--- src/rtl/mips_multicycle_ctrl_pkg.sv ---
// Shared encodings for the multi-cycle MIPS sequencing controller:
// FSM state codes, supported opcodes, ALU operation codes and the
// ALUSrcB / PCSource mux selects. Also an I-type opcode range helper.
package mips_ctrl_pkg;

  typedef enum logic [3:0] {
    S_IDLE     = 4'd0,
    S_FETCH    = 4'd1,
    S_DECODE   = 4'd2,
    S_MEM_ADDR = 4'd3,
    S_MEM_RD   = 4'd4,
    S_MEM_WB   = 4'd5,
    S_MEM_WR   = 4'd6,
    S_R_EXEC   = 4'd7,
    S_R_WB     = 4'd8,
    S_I_EXEC   = 4'd9,
    S_I_WB     = 4'd10,
    S_BRANCH   = 4'd11,
    S_JUMP     = 4'd12
  } state_e;

  localparam logic [5:0] OP_RTYPE = 6'b000000;
  localparam logic [5:0] OP_J     = 6'b000010;
  localparam logic [5:0] OP_BEQ   = 6'b000100;
  localparam logic [5:0] OP_BNE   = 6'b000101;
  localparam logic [5:0] OP_ADDI  = 6'b001000;
  localparam logic [5:0] OP_ADDIU = 6'b001001;
  localparam logic [5:0] OP_SLTI  = 6'b001010;
  localparam logic [5:0] OP_SLTIU = 6'b001011;
  localparam logic [5:0] OP_ANDI  = 6'b001100;
  localparam logic [5:0] OP_ORI   = 6'b001101;
  localparam logic [5:0] OP_XORI  = 6'b001110;
  localparam logic [5:0] OP_LW    = 6'b100011;
  localparam logic [5:0] OP_SW    = 6'b101011;

  localparam logic [3:0] ALU_NOP   = 4'b0000;
  localparam logic [3:0] ALU_ADDU  = 4'b0001;
  localparam logic [3:0] ALU_SUB   = 4'b0010;
  localparam logic [3:0] ALU_SUBU  = 4'b0011;
  localparam logic [3:0] ALU_AND   = 4'b0100;
  localparam logic [3:0] ALU_OR    = 4'b0101;
  localparam logic [3:0] ALU_XOR   = 4'b0110;
  localparam logic [3:0] ALU_ADD   = 4'b0111;
  localparam logic [3:0] ALU_BE    = 4'b1000;
  localparam logic [3:0] ALU_SLT   = 4'b1010;
  localparam logic [3:0] ALU_SLTU  = 4'b1011;
  localparam logic [3:0] ALU_LWSW  = 4'b1110;
  localparam logic [3:0] ALU_RTYPE = 4'b1111;

  localparam logic [1:0] ALUSRCB_B       = 2'b00;
  localparam logic [1:0] ALUSRCB_FOUR    = 2'b01;
  localparam logic [1:0] ALUSRCB_IMM     = 2'b10;
  localparam logic [1:0] ALUSRCB_IMM_SH2 = 2'b11;

  localparam logic [1:0] PCSRC_ALU    = 2'b00;
  localparam logic [1:0] PCSRC_ALUOUT = 2'b01;
  localparam logic [1:0] PCSRC_JUMP   = 2'b10;

  // True for the contiguous immediate-ALU opcode range addi..xori.
  function automatic logic is_iop(input logic [5:0] op);
    return (op >= OP_ADDI) && (op <= OP_XORI);
  endfunction

endpackage

--- src/rtl/mips_multicycle_ctrl_if.sv ---
// Control bus between the sequencing controller and the datapath/memory.
// master: controller side (drives enables/selects, observes Opcode, Zero,
//         MemReady). slave: datapath side.
interface mips_multicycle_ctrl_if #(parameter int CNT_W = 32);
  logic [5:0]       Opcode;
  logic             Zero;
  logic             MemReady;
  logic             PCEn;
  logic             IorD;
  logic             MemRead;
  logic             MemWrite;
  logic             IRWrite;
  logic             RegDst;
  logic             MemtoReg;
  logic             RegWrite;
  logic             ALUSrcA;
  logic [1:0]       ALUSrcB;
  logic             SignExtend;
  logic [1:0]       PCSource;
  logic [3:0]       ALUOp;
  logic             Retire;
  logic             IllegalOp;
  logic [CNT_W-1:0] InstrCount;
  logic [3:0]       State;

  modport master (
    input  Opcode, Zero, MemReady,
    output PCEn, IorD, MemRead, MemWrite, IRWrite, RegDst, MemtoReg,
           RegWrite, ALUSrcA, ALUSrcB, SignExtend, PCSource, ALUOp,
           Retire, IllegalOp, InstrCount, State
  );

  modport slave (
    output Opcode, Zero, MemReady,
    input  PCEn, IorD, MemRead, MemWrite, IRWrite, RegDst, MemtoReg,
           RegWrite, ALUSrcA, ALUSrcB, SignExtend, PCSource, ALUOp,
           Retire, IllegalOp, InstrCount, State
  );
endinterface

--- src/rtl/mips_multicycle_ctrl_iop_decode.sv ---
// Immediate-ALU opcode decoder: latched opcode -> ALU operation and
// immediate extension mode. Unsupported codes give NOP / zero-extend.
// Ports: op_i (opcode), alu_op_o (ALU code), sign_ext_o (1 = sign-extend).
module mips_iop_decode
  import mips_ctrl_pkg::*;
(
  input  logic [5:0] op_i,
  output logic [3:0] alu_op_o,
  output logic       sign_ext_o
);

  // Opcode table lookup.
  always_comb begin
    alu_op_o   = ALU_NOP;
    sign_ext_o = 1'b0;
    case (op_i)
      OP_ADDI:  begin alu_op_o = ALU_ADD;  sign_ext_o = 1'b1; end
      OP_ADDIU: begin alu_op_o = ALU_ADDU; sign_ext_o = 1'b1; end
      OP_SLTI:  begin alu_op_o = ALU_SLT;  sign_ext_o = 1'b1; end
      OP_SLTIU: begin alu_op_o = ALU_SLTU; sign_ext_o = 1'b1; end
      OP_ANDI:  begin alu_op_o = ALU_AND;  sign_ext_o = 1'b0; end
      OP_ORI:   begin alu_op_o = ALU_OR;   sign_ext_o = 1'b0; end
      OP_XORI:  begin alu_op_o = ALU_XOR;  sign_ext_o = 1'b0; end
      default:  begin alu_op_o = ALU_NOP;  sign_ext_o = 1'b0; end
    endcase
  end

endmodule

--- src/rtl/mips_multicycle_ctrl.sv ---
// Moore-style sequencing controller for the multi-cycle MIPS datapath.
// Ports: CLK, Reset_L (async active-low), bus (master modport): Opcode,
// Zero, MemReady in; datapath enables/selects, Retire/IllegalOp pulses,
// InstrCount (retired count, wraps) and State (debug) out.
// Outputs decode from the current state (plus MemReady/Zero where an
// action must coincide with memory completion or the branch outcome), so
// asserting Reset_L low drops every output at once.
module mips_multicycle_ctrl
  import mips_ctrl_pkg::*;
#(
  parameter int CNT_W = 32
) (
  input logic                  CLK,
  input logic                  Reset_L,
  mips_multicycle_ctrl_if.master bus
);

  state_e           state_q, state_d;
  logic [5:0]       opreg_q, opreg_d;
  logic [CNT_W-1:0] count_q;

  logic       pcen_s, iord_s, mem_read_s, mem_write_s, ir_write_s;
  logic       reg_dst_s, mem_to_reg_s, reg_write_s, alu_src_a_s;
  logic [1:0] alu_src_b_s, pc_source_s;
  logic       sign_ext_s, retire_s, illegal_s;
  logic [3:0] alu_op_s;
  logic [3:0] iop_alu_op_s;
  logic       iop_sign_ext_s;

  mips_iop_decode u_iop_decode (
    .op_i       (opreg_q),
    .alu_op_o   (iop_alu_op_s),
    .sign_ext_o (iop_sign_ext_s)
  );

  // State, latched opcode and retired-instruction counter.
  always_ff @(posedge CLK or negedge Reset_L) begin
    if (!Reset_L) begin
      state_q <= S_IDLE;
      opreg_q <= 6'd0;
      count_q <= {CNT_W{1'b0}};
    end else begin
      state_q <= state_d;
      opreg_q <= opreg_d;
      if (retire_s) begin
        count_q <= count_q + {{(CNT_W-1){1'b0}}, 1'b1};
      end else begin
        count_q <= count_q;
      end
    end
  end

  // Next-state and per-state datapath controls.
  always_comb begin
    state_d      = state_q;
    opreg_d      = opreg_q;
    pcen_s       = 1'b0;
    iord_s       = 1'b0;
    mem_read_s   = 1'b0;
    mem_write_s  = 1'b0;
    ir_write_s   = 1'b0;
    reg_dst_s    = 1'b0;
    mem_to_reg_s = 1'b0;
    reg_write_s  = 1'b0;
    alu_src_a_s  = 1'b0;
    alu_src_b_s  = ALUSRCB_B;
    sign_ext_s   = 1'b0;
    pc_source_s  = PCSRC_ALU;
    alu_op_s     = ALU_NOP;
    retire_s     = 1'b0;
    illegal_s    = 1'b0;
    case (state_q)
      S_IDLE: state_d = S_FETCH;
      S_FETCH: begin
        // PC + 4 is computed while the instruction is read.
        mem_read_s  = 1'b1;
        alu_src_b_s = ALUSRCB_FOUR;
        alu_op_s    = ALU_ADD;
        pc_source_s = PCSRC_ALU;
        if (bus.MemReady) begin
          ir_write_s = 1'b1;
          pcen_s     = 1'b1;
          state_d    = S_DECODE;
        end else begin
          state_d = S_FETCH;
        end
      end
      S_DECODE: begin
        // Speculative branch target into ALUOut.
        opreg_d     = bus.Opcode;
        alu_src_b_s = ALUSRCB_IMM_SH2;
        alu_op_s    = ALU_ADD;
        if (is_iop(bus.Opcode)) begin
          state_d = S_I_EXEC;
        end else begin
          case (bus.Opcode)
            OP_RTYPE:      state_d = S_R_EXEC;
            OP_LW, OP_SW:  state_d = S_MEM_ADDR;
            OP_BEQ, OP_BNE: state_d = S_BRANCH;
            OP_J:          state_d = S_JUMP;
            default: begin
              illegal_s = 1'b1;
              retire_s  = 1'b1;
              state_d   = S_FETCH;
            end
          endcase
        end
      end
      S_MEM_ADDR: begin
        alu_src_a_s = 1'b1;
        alu_src_b_s = ALUSRCB_IMM;
        sign_ext_s  = 1'b1;
        alu_op_s    = ALU_LWSW;
        if (opreg_q == OP_LW) begin
          state_d = S_MEM_RD;
        end else begin
          state_d = S_MEM_WR;
        end
      end
      S_MEM_RD: begin
        mem_read_s = 1'b1;
        iord_s     = 1'b1;
        if (bus.MemReady) begin
          state_d = S_MEM_WB;
        end else begin
          state_d = S_MEM_RD;
        end
      end
      S_MEM_WB: begin
        mem_to_reg_s = 1'b1;
        reg_write_s  = 1'b1;
        retire_s     = 1'b1;
        state_d      = S_FETCH;
      end
      S_MEM_WR: begin
        mem_write_s = 1'b1;
        iord_s      = 1'b1;
        if (bus.MemReady) begin
          retire_s = 1'b1;
          state_d  = S_FETCH;
        end else begin
          state_d = S_MEM_WR;
        end
      end
      S_R_EXEC: begin
        alu_src_a_s = 1'b1;
        alu_src_b_s = ALUSRCB_B;
        alu_op_s    = ALU_RTYPE;
        state_d     = S_R_WB;
      end
      S_R_WB: begin
        reg_dst_s   = 1'b1;
        reg_write_s = 1'b1;
        retire_s    = 1'b1;
        state_d     = S_FETCH;
      end
      S_I_EXEC: begin
        alu_src_a_s = 1'b1;
        alu_src_b_s = ALUSRCB_IMM;
        alu_op_s    = iop_alu_op_s;
        sign_ext_s  = iop_sign_ext_s;
        state_d     = S_I_WB;
      end
      S_I_WB: begin
        // Extension mode held so the immediate path stays stable on write.
        reg_write_s = 1'b1;
        retire_s    = 1'b1;
        sign_ext_s  = iop_sign_ext_s;
        state_d     = S_FETCH;
      end
      S_BRANCH: begin
        // OpReg[0] distinguishes bne (1) from beq (0).
        alu_src_a_s = 1'b1;
        alu_src_b_s = ALUSRCB_B;
        alu_op_s    = ALU_BE;
        pc_source_s = PCSRC_ALUOUT;
        pcen_s      = bus.Zero ^ opreg_q[0];
        retire_s    = 1'b1;
        state_d     = S_FETCH;
      end
      S_JUMP: begin
        pc_source_s = PCSRC_JUMP;
        pcen_s      = 1'b1;
        retire_s    = 1'b1;
        state_d     = S_FETCH;
      end
      default: state_d = S_FETCH;
    endcase
  end

  assign bus.PCEn       = pcen_s;
  assign bus.IorD       = iord_s;
  assign bus.MemRead    = mem_read_s;
  assign bus.MemWrite   = mem_write_s;
  assign bus.IRWrite    = ir_write_s;
  assign bus.RegDst     = reg_dst_s;
  assign bus.MemtoReg   = mem_to_reg_s;
  assign bus.RegWrite   = reg_write_s;
  assign bus.ALUSrcA    = alu_src_a_s;
  assign bus.ALUSrcB    = alu_src_b_s;
  assign bus.SignExtend = sign_ext_s;
  assign bus.PCSource   = pc_source_s;
  assign bus.ALUOp      = alu_op_s;
  assign bus.Retire     = retire_s;
  assign bus.IllegalOp  = illegal_s;
  assign bus.InstrCount = count_q;
  assign bus.State      = state_q;

endmodule

--- src/flat_wrapper.sv ---
// flat-port wrapper written by rule: the top's interface ports become plain ports
module mips_multicycle_ctrl_flat import mips_ctrl_pkg::*;
#(
  parameter int CNT_W = 32
)
  (CLK, Reset_L, bus_Opcode, bus_Zero, bus_MemReady, bus_PCEn, bus_IorD, bus_MemRead, bus_MemWrite, bus_IRWrite, bus_RegDst, bus_MemtoReg, bus_RegWrite, bus_ALUSrcA, bus_ALUSrcB, bus_SignExtend, bus_PCSource, bus_ALUOp, bus_Retire, bus_IllegalOp, bus_InstrCount, bus_State);
  mips_multicycle_ctrl_if #(.CNT_W(CNT_W)) bus_i ();
  input logic CLK;
  input logic Reset_L;
  input wire logic [$bits(bus_i.Opcode)-1:0] bus_Opcode;
  input wire logic [$bits(bus_i.Zero)-1:0] bus_Zero;
  input wire logic [$bits(bus_i.MemReady)-1:0] bus_MemReady;
  output wire logic [$bits(bus_i.PCEn)-1:0] bus_PCEn;
  output wire logic [$bits(bus_i.IorD)-1:0] bus_IorD;
  output wire logic [$bits(bus_i.MemRead)-1:0] bus_MemRead;
  output wire logic [$bits(bus_i.MemWrite)-1:0] bus_MemWrite;
  output wire logic [$bits(bus_i.IRWrite)-1:0] bus_IRWrite;
  output wire logic [$bits(bus_i.RegDst)-1:0] bus_RegDst;
  output wire logic [$bits(bus_i.MemtoReg)-1:0] bus_MemtoReg;
  output wire logic [$bits(bus_i.RegWrite)-1:0] bus_RegWrite;
  output wire logic [$bits(bus_i.ALUSrcA)-1:0] bus_ALUSrcA;
  output wire logic [$bits(bus_i.ALUSrcB)-1:0] bus_ALUSrcB;
  output wire logic [$bits(bus_i.SignExtend)-1:0] bus_SignExtend;
  output wire logic [$bits(bus_i.PCSource)-1:0] bus_PCSource;
  output wire logic [$bits(bus_i.ALUOp)-1:0] bus_ALUOp;
  output wire logic [$bits(bus_i.Retire)-1:0] bus_Retire;
  output wire logic [$bits(bus_i.IllegalOp)-1:0] bus_IllegalOp;
  output wire logic [$bits(bus_i.InstrCount)-1:0] bus_InstrCount;
  output wire logic [$bits(bus_i.State)-1:0] bus_State;
  assign bus_i.Opcode = bus_Opcode;
  assign bus_i.Zero = bus_Zero;
  assign bus_i.MemReady = bus_MemReady;
  assign bus_PCEn = bus_i.PCEn;
  assign bus_IorD = bus_i.IorD;
  assign bus_MemRead = bus_i.MemRead;
  assign bus_MemWrite = bus_i.MemWrite;
  assign bus_IRWrite = bus_i.IRWrite;
  assign bus_RegDst = bus_i.RegDst;
  assign bus_MemtoReg = bus_i.MemtoReg;
  assign bus_RegWrite = bus_i.RegWrite;
  assign bus_ALUSrcA = bus_i.ALUSrcA;
  assign bus_ALUSrcB = bus_i.ALUSrcB;
  assign bus_SignExtend = bus_i.SignExtend;
  assign bus_PCSource = bus_i.PCSource;
  assign bus_ALUOp = bus_i.ALUOp;
  assign bus_Retire = bus_i.Retire;
  assign bus_IllegalOp = bus_i.IllegalOp;
  assign bus_InstrCount = bus_i.InstrCount;
  assign bus_State = bus_i.State;
  mips_multicycle_ctrl #(.CNT_W(CNT_W)) u_core (.CLK(CLK), .Reset_L(Reset_L), .bus(bus_i));
endmodule
--- config.mk ---
export PLATFORM = sky130hd
export DESIGN_NAME = mips_multicycle_ctrl_flat
export DESIGN_NICKNAME = d
export VERILOG_FILES = /design/src/rtl/mips_multicycle_ctrl_pkg.sv /design/src/rtl/mips_multicycle_ctrl_if.sv /design/src/rtl/mips_multicycle_ctrl_iop_decode.sv /design/src/rtl/mips_multicycle_ctrl.sv /design/src/flat_wrapper.sv
export SDC_FILE = /design/constraint.sdc
export NUM_CORES = 1
export LEC_CHECK = 0
export CAP_MARGIN = 20
export CORE_ASPECT_RATIO = 1.1
export CORE_MARGIN = 4
export CORE_UTILIZATION = 48
export CTS_CLUSTER_SIZE = 24
export DETAILED_ROUTE_END_ITERATION = 10
export HOLD_SLACK_MARGIN = 0.03
export PLACE_DENSITY = 0.8
export SETUP_SLACK_MARGIN = 0.15
export SKIP_CTS_REPAIR_TIMING = 1
export SLEW_MARGIN = 10
export SYNTH_ARGS = -nofsm -noshare
export SYNTH_HDL_FRONTEND = slang
export SYNTH_SLANG_ARGS = --single-unit
--- constraint.sdc ---
create_clock -name CLK -period 4.42 [get_ports CLK]
set_input_delay 1.326 -clock CLK [delete_from_list [all_inputs] [get_ports CLK]]
set_output_delay 1.326 -clock CLK [all_outputs]
set_load 0.05 [all_outputs]
==> impl_metrics.json <==
{
  "status": "finished, final reports clean",
  "fin_skew_ns": 0.00434,
  "n_antenna_cell": 0,
  "rsz0062_at_grt": "no",
  "clock-sinks": 42,
  "slew_headroom": 0.385,
  "max-vdd-ir-drop_mv": 0.570,
  "whs_path_depth": 1,
  "drt_pre_antenna_iters": 5,
  "hold_viol": 0,
  "initialDrtViolationCount": 180,
  "via_per_inst": 5.81,
  "drive_gt1_frac": 0.119,
  "worstSetupStartpointType": "input pin",
  "synth_enable_flop_cells": 0,
  "worst_slack_ns": 0.281,
  "cts.clk_slew.worst_paths_ns": 0.08,
  "yosysSeqAreaShare": 0.431,
  "holdCritPathClass": "reg -> reg",
  "critPathKind": "in -> out",
  "synth_cell_types": 50,
  "slew_viol_final": 0,
  "cts_root_buffer": "clkbuf_8",
  "clk_latency_ns": 0.29,
  "cp-startpoint": "bus_Opcode[2]",
  "synth-main-ff-cell": "dfrtp_1",
  "fp-row-count": 26,
  "tightest_slew_ns": 0.923,
  "p_leak_nw": 1.37,
  "grt_pass1_vias": 2161,
  "synth_top_area_cell": "dfrtp_1",
  "endpoint_kind": "output port",
  "timing.rr.end": "u_core.bus.InstrCount[20]$_DFFE_PN0P_",
  "maxCapViolCount": 0,
  "wl_per_cell_um": 16.2,
  "synthArstFlopShare": 1.00,
  "setup_violations": 0,
  "layout.nets": 347,
  "post-route-period-util": 0.936,
  "grt_usage": 0.205,
  "place.gp.congestion": 0.927,
  "start_util": 0.510,
  "grt_pass1_wl_mm": 10.4,
  "hpwl_mm": 4.69,
  "core-area_um2": 4780,
  "synth_area_leaders": "dfrtp_1 43%, xor2_1 8.6%, nand2_1 4.0%",
  "wl_met2_mm": 3.35,
  "hold_path.startpoint": "u_core.bus.InstrCount[31]$_DFFE_PN0P_",
  "wirelength_mm": 6.38,
  "antenna_left": 0,
  "cp.required_ns": 3.09,
  "syn_area_per_cell_um2": 9.42,
  "fin_crit_ns": 4.14,
  "wl_met1_mm": 2.63,
  "topRoutingLayerUsed": "met4",
  "dr_wl_met3_um": 301,
  "clock_path_buffers": 2,
  "antenna_found_initial": 0,
  "layout_commonest_cell": "clkdlybuf4s50_1",
  "area_growth_pct": 37.5,
  "synth_nets": 270,
  "boundaryPins": 66,
  "synth.top_cell.area_share": 0.431,
  "dieArea_um2": 6290,
  "vias": 2285,
  "grt_max_degree": 43,
  "synth_area_um2": 2440,
  "dieHeight_um": 82.8,
  "r2r_slack_ns": 1.70,
  "h-tree-depth": 2,
  "crit_fanout": 3,
  "synth-seq-cells": 42,
  "worst_r2r_path_depth": 8,
  "synthCells": 259,
  "die_w_um": 76.0,
  "numCtsBuffers": 5,
  "cp.arrival_ns": 2.81,
  "r2r-start": "u_core.bus.State[0]$_DFF_PN0_",
  "cellPowerDensity_nw_per_um2": 627,
  "grt-ovfl-total": 0,
  "ys_warn_count": 0,
  "holdWs_ns": 0.469,
  "p_total_mw": 2.11,
  "io_buffers": 65,
  "worstHoldEndpoint": "u_core.bus.InstrCount[31]$_DFFE_PN0P_",
  "mostFrequentLayoutCells": "55 x clkdlybuf4s50_1, 42 x dfrtp_1, 26 x nand2_1, 24 x xor2_1, 19 x nor2_1",
  "nFillCells": 395,
  "drc_errors": 0,
  "cts_tree": "done",
  "pre_cts_slack_ns": -0.154,
  "timing.fmax_ghz": 0.242
}
[power breakdown]
group / switching, mW / internal (mW) / total [mW]
Clock: 0.136 / 0.112 / 0.248
Combinational: 0.825 / 0.450 / 1.28
Sequential: 0.128 / 0.454 / 0.582
[worst max path at each step]
stage / to / slack, ns
3_5_place_dp: bus_Retire / -0.15
2_1_floorplan: bus_Retire / 0.34
3_3_place_gp: bus_Retire / -0.11
4_1_cts: bus_Retire / -0.17
5_1_grt: bus_Retire / 0.21
6_report: bus_Retire / 0.28
[kinds of logic (layout without fill, tap and decap cells)]
| logic type | Yosys count | count (layout) | synth area share |
|---|---|---|---|
| and+or+nand+nor | 115 | 115 | 0.270 |
| DFF | 42 | 42 | 0.431 |
| AOI/OAI and AO/OA | 40 | 40 | 0.106 |
| xor gates and xnor gates | 35 | 35 | 0.126 |
| buffers and inverters | 21 | 99 | 0.0405 |
| muxes | 4 | 4 | 0.0185 |
| adders and majority gates | 2 | 2 | 0.00923 |
[flip-flops by register name, summed over array words and instances, names as in the netlist]
name                   flops
u_core.opreg_q             6
u_core.bus.State           4
u_core.bus.InstrCount     32
[cells in the mapped netlist (all sizes together) (2+ instances only)]
cell / instances
nor2: 19
xnor2: 11
nand3: 7
and4: 2
o21ai: 8
inv: 9
nor4b: 6
nor4: 5
nand2: 26
mux2: 4
nor3b: 5
xor2: 24
o211ai: 2
clkbuf: 2
a21oi: 12
or4: 2
nor2b: 3
buf: 9
a31oi: 4
and3: 6
dfrtp: 42
nand3b: 2
o31ai: 2
nand2b: 3
nand4: 10
nor3: 15
[cell type report]
type / instances / area [um^2] / area share
multi-input cells: 196 / 1320 / 0.393
flip-flops and latches: 42 / 1050 / 0.313
repair buffers: 81 / 792 / 0.236
clock buffers: 6 / 72.6 / 0.0216
well taps: 56 / 70.1 / 0.0209
inverters: 10 / 38.8 / 0.0116
clock inverters: 2 / 13.8 / 0.00410
[per-layer routing]
metal	vias up	global-route usage
met5	-	0
met4	0	0.0694
met3	9	0.0518
met2	70	0.359
met1	1124	0.248
li1	1082	-
[metrics by stage]
step / cell area, um^2 / TNS [ns] / util / cells
final: 3360 / 0 / 0.702 / 393
after CTS: 3300 / -0.171 / 0.690 / 392
after global routing: 3360 / 0 / 0.702 / 393
after global placement: 3220 / -0.109 / 0.672 / 384
after detailed placement: 3220 / -0.154 / 0.672 / 384
after floorplan: 2450 / 0 / - / 259
[critical path, cell delays in order]
cell and delay (ns):
dlymetal6s2s_1 0.13, buf_4 0.14, or4_4 0.54, a31oi_4 0.19, o221a_1 0.25, clkinv_2 0.09, buf_8 0.15
(Power assumes the default switching activity.)
